--- src/rtl/trojan_bench_pkg.sv ---
// Shared types and constants for the subcircuit pattern driver and its MISR.
package trojan_bench_pkg;

  // Run sequencing: IDLE -> RUN (issue vectors) -> FLUSH (drain latency) -> DONE.
  typedef enum logic [1:0] {
    IDLE  = 2'd0,
    RUN   = 2'd1,
    FLUSH = 2'd2,
    DONE  = 2'd3
  } state_e;

  // Fibonacci LFSR taps (x^16 + x^14 + x^13 + x^11 + 1), bit indices of a 16-bit register.
  localparam int LFSR_TAP_A = 15;
  localparam int LFSR_TAP_B = 13;
  localparam int LFSR_TAP_C = 12;
  localparam int LFSR_TAP_D = 10;

  // Default Galois feedback for the response compactor.
  localparam logic [15:0] DEF_MISR_POLY = 16'h002D;

  // Width of the flush-phase counter; LATENCY is limited to 0..7.
  localparam int FLUSH_CNT_W = 3;

endpackage

// rtl/my_misr.sv
// Galois MISR folding a 1-bit response stream into a signature.
// clr has priority over en; the register only moves when en is high.
module my_misr
  import trojan_bench_pkg::*;
#(
  parameter int                MISR_W    = 16,
  parameter logic [MISR_W-1:0] MISR_POLY = MISR_W'(DEF_MISR_POLY)
) (
  input  logic              clk,
  input  logic              rst_n,
  input  logic              clr,
  input  logic              en,
  input  logic              d_in,
  output logic [MISR_W-1:0] sig
);

  logic [MISR_W-1:0] r_sig;
  logic [MISR_W-1:0] w_next;

  // Next signature: shift left, fold the MSB back through the taps, xor the response into bit 0.
  always_comb begin
    w_next = {r_sig[MISR_W-2:0], 1'b0}
           ^ (r_sig[MISR_W-1] ? MISR_POLY : '0)
           ^ {{(MISR_W-1){1'b0}}, d_in};
  end

  // Signature register: cleared at the start of every run, updated only on valid responses.
  always_ff @(posedge clk or negedge rst_n) begin
    if (!rst_n) begin
      r_sig <= '0;
    end else if (clr) begin
      r_sig <= '0;
    end else if (en) begin
      r_sig <= w_next;
    end
  end

  assign sig = r_sig;

endmodule

--- src/rtl/subckt_pattern_driver.sv ---
// Stimulus/response harness for one extracted subcircuit: an LFSR drives pat_out,
// a valid pipe of depth LATENCY tracks which responses belong to issued vectors,
// and a MISR compacts those responses into a signature checked against GOLDEN_SIG.
//
// Control protocol: start is a level sampled only in IDLE or DONE; a sampled start
// reloads the run and is otherwise ignored. busy covers RUN and FLUSH, done covers
// DONE, and pass/signature are stable and meaningful whenever done is high.
module subckt_pattern_driver
  import trojan_bench_pkg::*;
#(
  parameter int                N_IN       = 5,
  parameter int                LFSR_W     = 16,
  parameter int                MISR_W     = 16,
  parameter int                N_PATTERNS = 1000,
  parameter int                LATENCY    = 2,
  parameter logic [LFSR_W-1:0] SEED       = LFSR_W'(1),
  parameter logic [MISR_W-1:0] MISR_POLY  = MISR_W'(DEF_MISR_POLY),
  parameter logic [MISR_W-1:0] GOLDEN_SIG = '0
) (
  input  logic              I1470_clk,
  input  logic              I1477_rst,
  input  logic              start,
  input  logic              resp_in,
  output logic [N_IN-1:0]   pat_out,
  output logic              busy,
  output logic              done,
  output logic              pass,
  output logic [MISR_W-1:0] signature,
  output logic [15:0]       pat_count,
  output state_e            o_dbg_state
);

  // An all-zero seed would lock the LFSR, so it is replaced by 1.
  localparam logic [LFSR_W-1:0]      SEED_EFF   = (SEED == '0) ? LFSR_W'(1) : SEED;
  localparam logic [15:0]            LAST_CNT   = 16'(N_PATTERNS - 1);
  localparam logic [FLUSH_CNT_W-1:0] FLUSH_LAST = FLUSH_CNT_W'(LATENCY);

  state_e                  r_state;
  state_e                  w_next_state;
  logic                    w_load;
  logic                    w_run;
  logic                    w_vld_out;
  logic                    w_fb;
  logic [LFSR_W-1:0]       r_lfsr;
  logic [15:0]             r_pat_count;
  logic [FLUSH_CNT_W-1:0]  r_flush_cnt;
  logic                    r_pass;
  logic [MISR_W-1:0]       w_sig;

  assign w_run = (r_state == RUN);
  assign w_fb  = r_lfsr[LFSR_TAP_A] ^ r_lfsr[LFSR_TAP_B] ^ r_lfsr[LFSR_TAP_C] ^ r_lfsr[LFSR_TAP_D];

  // State register.
  always_ff @(posedge I1470_clk or negedge I1477_rst) begin
    if (!I1477_rst) begin
      r_state <= IDLE;
    end else begin
      r_state <= w_next_state;
    end
  end

  // Next-state logic; w_load marks the edge that (re)starts a run.
  // FLUSH lasts LATENCY+1 edges so the last response is folded in before pass is registered.
  always_comb begin
    w_next_state = r_state;
    w_load       = 1'b0;
    case (r_state)
      IDLE: begin
        if (start) begin
          w_next_state = RUN;
          w_load       = 1'b1;
        end
      end
      RUN: begin
        if (r_pat_count == LAST_CNT) begin
          w_next_state = FLUSH;
        end
      end
      FLUSH: begin
        if (r_flush_cnt == FLUSH_LAST) begin
          w_next_state = DONE;
        end
      end
      DONE: begin
        if (start) begin
          w_next_state = RUN;
          w_load       = 1'b1;
        end
      end
      default: begin
        w_next_state = IDLE;
      end
    endcase
  end

  // Flush-phase edge counter, parked at zero outside FLUSH.
  always_ff @(posedge I1470_clk or negedge I1477_rst) begin
    if (!I1477_rst) begin
      r_flush_cnt <= '0;
    end else if (r_state == FLUSH) begin
      r_flush_cnt <= r_flush_cnt + 1'b1;
    end else begin
      r_flush_cnt <= '0;
    end
  end

  // Pattern generator, vector counter and registered verdict.
  always_ff @(posedge I1470_clk or negedge I1477_rst) begin
    if (!I1477_rst) begin
      r_lfsr      <= SEED_EFF;
      r_pat_count <= '0;
      r_pass      <= 1'b0;
    end else if (w_load) begin
      r_lfsr      <= SEED_EFF;
      r_pat_count <= '0;
      r_pass      <= 1'b0;
    end else if (w_run) begin
      r_lfsr <= {r_lfsr[LFSR_W-2:0], w_fb};
      if (r_pat_count != 16'hFFFF) begin
        r_pat_count <= r_pat_count + 16'd1;
      end
    end else if ((r_state == FLUSH) && (w_next_state == DONE)) begin
      r_pass <= (w_sig == GOLDEN_SIG);
    end
  end

  // Valid pipe: a 1 enters for every issued vector and emerges when its response arrives.
  generate
    if (LATENCY == 0) begin : g_no_pipe
      assign w_vld_out = w_run;
    end else begin : g_pipe
      logic [LATENCY-1:0] r_pipe;

      // Shift in "vector issued this cycle"; cleared on reload.
      always_ff @(posedge I1470_clk or negedge I1477_rst) begin
        if (!I1477_rst) begin
          r_pipe <= '0;
        end else if (w_load) begin
          r_pipe <= '0;
        end else begin
          r_pipe <= (r_pipe << 1) | LATENCY'(w_run);
        end
      end

      assign w_vld_out = r_pipe[LATENCY-1];
    end
  endgenerate

  my_misr #(
    .MISR_W   (MISR_W),
    .MISR_POLY(MISR_POLY)
  ) u_misr (
    .clk  (I1470_clk),
    .rst_n(I1477_rst),
    .clr  (w_load),
    .en   (w_vld_out),
    .d_in (resp_in),
    .sig  (w_sig)
  );

  assign pat_out     = r_lfsr[N_IN-1:0];
  assign busy        = (r_state == RUN) || (r_state == FLUSH);
  assign done        = (r_state == DONE);
  assign pass        = r_pass;
  assign signature   = w_sig;
  assign pat_count   = r_pat_count;
  assign o_dbg_state = r_state;

endmodule

--- config.mk ---
export PLATFORM = sky130hd
export DESIGN_NAME = subckt_pattern_driver
export DESIGN_NICKNAME = d
export VERILOG_FILES = /design/src/rtl/trojan_bench_pkg.sv /design/src/rtl/my_misr.sv /design/src/rtl/subckt_pattern_driver.sv
export SDC_FILE = /design/constraint.sdc
export NUM_CORES = 1
export LEC_CHECK = 0
export ABC_CLOCK_PERIOD_IN_PS = 5900
export CAP_MARGIN = 25
export CORE_MARGIN = 4
export CORE_UTILIZATION = 57
export DETAILED_ROUTE_END_ITERATION = 8
export GPL_TIMING_DRIVEN = 0
export MAX_ROUTING_LAYER = met4
export PLACE_DENSITY = 0.93
export SLEW_MARGIN = 20
export SYNTH_ARGS = -nofsm -noshare
export SYNTH_HDL_FRONTEND = slang
export SYNTH_SLANG_ARGS = --single-unit
export TNS_END_PERCENT = 30
--- constraint.sdc ---
create_clock -name I1470_clk -period 5.9 [get_ports I1470_clk]
set_input_delay 1.18 -clock I1470_clk [delete_from_list [all_inputs] [get_ports I1470_clk]]
set_output_delay 1.18 -clock I1470_clk [all_outputs]
set_load 0.005 [all_outputs]
==> flow_metrics.tcl <==
set metrics [dict create \
    run_status "finished, final reports clean" \
    setup_tns_ns 0 \
    cap_viol_max_count 0 \
    synth_area_um2 2730 \
    port-buffer-count 45 \
    ir_drop_uv 284 \
    yosysTopAreaCellShare_pct 50.5 \
    critPathMaxFanout 7 \
    setup_violations 0 \
    initial_core_util_pct 60.6 \
    multi_input_area_um2 1190 \
    seq_area_um2 1400 \
    clkTransAtPathRegs_ns 0.10 \
    cts_resized 0 \
    hpwl_mm 4.24 \
    min_period_over_period_pct 49.7 \
    cts_root_buf "clkbuf_8" \
    rows 24 \
    die_area_um2 5960 \
    fin_nets 323 \
    routedWlPerCell_um 16.4 \
    fillers 336 \
    synth-main-ff-cell "dfrtp_1" \
    fp.dieW_um 77.2 \
    cts_buffers 5 \
    grt_antenna_before_repair 0 \
    io_pins 46 \
    netlist_instances 261 \
    max_freq_ghz 0.341 \
    first_global_vias 2179 \
    synth_area_leader_cell "dfrtp_1" \
    num_antenna_cells 0 \
    fp.coreArea_um2 4500 \
    fin_util_pct 74.0 \
    cts.sinks 56 \
    tightest_slew_ns 0.732 \
    worstSkewPairLatency_ns 0.32 \
    synth_most_common_cell "dfrtp_1" \
    grt_setup_unrepaired "no" \
    syn-num-nets 271 \
    critPathRequiredTime_ns 4.72 \
    power_density_nw_per_um2 382 \
    cts_hold_buf 0 \
    track_usage_pct 22.2 \
    fp.dieH_um 77.2 \
    synthTopCellsByCount "55 x dfrtp_1, 36 x nor2_1, 27 x mux2i_1" \
    leakage_nw 1.43 \
    synthToLayoutAreaGrowth_pct 22.2 \
    seq_area_frac_synth_pct 51.4 \
    cts_tree "yes" \
    cts_buffer_depth 2 \
    via_count 2201 \
    drtPass1Iterations 4 \
    async_flop_share_pct 100 \
    detail-route-antenna-nets 0 \
    crit_arrival_ns 1.75 \
    yosys_register_bits 56 \
    place_congestion 0.878 \
    layout_min_cycle_time_ns 2.93 \
    avgViaCountPerCell 6.01 \
    syn_avg_cell_area_um2 10.5 \
    synth_edf_count 0 \
    cp-end-kind "output pin" \
    hold_slack_ns 0.466 \
    skew_ns 0.0123 \
    route.detailed.drc 0 \
    synth_warnings 0 \
    totalWireLength_mm 5.99 \
    drt_iter0_markers 166 \
    grt_max_degree 57 \
    drive_above_1_share_pct 7.64 \
    synth_top_cells_by_area "dfrtp_1 50%, mux2i_1 9.9%, nor2_1 5.0%, ha_1 2.8%, or4_1 2.2%" \
    critPathKind "reg2out" \
    ys_types 43 \
    maxSlewViolCount 0 \
    gr-total-overflow 0 \
    hold_viol 0 \
    slew_headroom_pct 50.7 \
    htree_num_levels 2 \
    post_cts_buffers 0 \
    hold_class "reg2reg" \
    critPathLaunchType "flop" \
    grt_pass1_wl_mm 10.5 \
]
-- final cells by class --
class	instances	area share, %
buffer	17	3.19
clock buffer	6	2.48
clock inverter	2	0.300
inverter	7	0.788
multi-input combinational	181	35.8
sequential	56	42.1
tap	52	1.95
timing repair buffer	45	13.4
-- per-stage QoR --
step | setup WS, ns | cells | total power [W] | instance area, µm²
after floorplan | 3.82 | 261 | 0.000830 | 2730
after global placement | 1.98 | 358 | 0.00103 | 3240
after detailed placement | 3.21 | 358 | 0.00106 | 3240
after CTS | 2.95 | 366 | 0.00128 | 3330
after global routing | 2.89 | 366 | 0.00136 | 3330
final | 2.97 | 366 | 0.00127 | 3330
-- power by group --
part           internal [W]  switching (W)  leakage [nW]
registers          0.000450      0.0000696         0.763
clock network     0.0000941       0.000125        0.0510
logic              0.000264       0.000269         0.620
total              0.000808       0.000464          1.43
-- cells in the final DEF (no fill, tap or decap), types with 7 or more instances in the layout --
cell type and n:
dfrtp_1 55, nor3_1 7, or4_1 8, a21oi_1 10
clkbuf_8 8, o21ai_0 9, nand2_1 11, nand3_1 9
clkdlybuf4s50_1 44, mux2i_1 27, nor2_1 36
-- per-layer routing --
metal | GRT usage (%) | up-vias | wire length [µm]
met1 | 28.1 | 1090 | 2620
met4 | 6.23 | 0 | 53
met5 | - | - | 0
li1 | - | 1039 | -
met3 | 5.15 | 8 | 380
met2 | 36.0 | 64 | 2940
-- kinds of logic after synthesis --
family	Yosys count	share of synthesized area [%]
compound gates	41	9.82
fa+ha+maj	6	2.75
mux	27	9.91
flops	56	51.4
xor+xnor	9	2.89
buf+inv	24	4.86
simple gates	98	18.3
-- sequential cells by signal, indices dropped and copies added, names as in the netlist --
register,flops
pat_count,16
r_lfsr,16
u_misr.sig,16
r_flush_cnt,3
g_pipe.r_pipe,2
o_dbg_state,2
pass,1
-- critical path: stages, from the launching register on --
cell and delay, ns:
dfrtp_1 0.46, inv_1 0.07, ha_1 0.32, inv_1 0.09, clkdlybuf4s50_1 0.50
-- path summary, 6_finish.rpt --
check | cells past startpoint | startpoint | slack, ns | end
worst min register to register | 1 | r_flush_cnt[0] | 0.47 | r_flush_cnt[0]
worst max-delay path | 4 | o_dbg_state[0] | 2.97 | busy
min in group asynchronous | 1 | I1477_rst | 0.89 | u_misr.sig[11]
max in group asynchronous | 1 | I1477_rst | 4.53 | r_lfsr[11]
worst max register to register | 6 | o_dbg_state[1] | 3.75 | r_lfsr[5]
worst min-delay path | 1 | r_flush_cnt[0] | 0.47 | r_flush_cnt[0]
(Power assumes the default switching activity.)
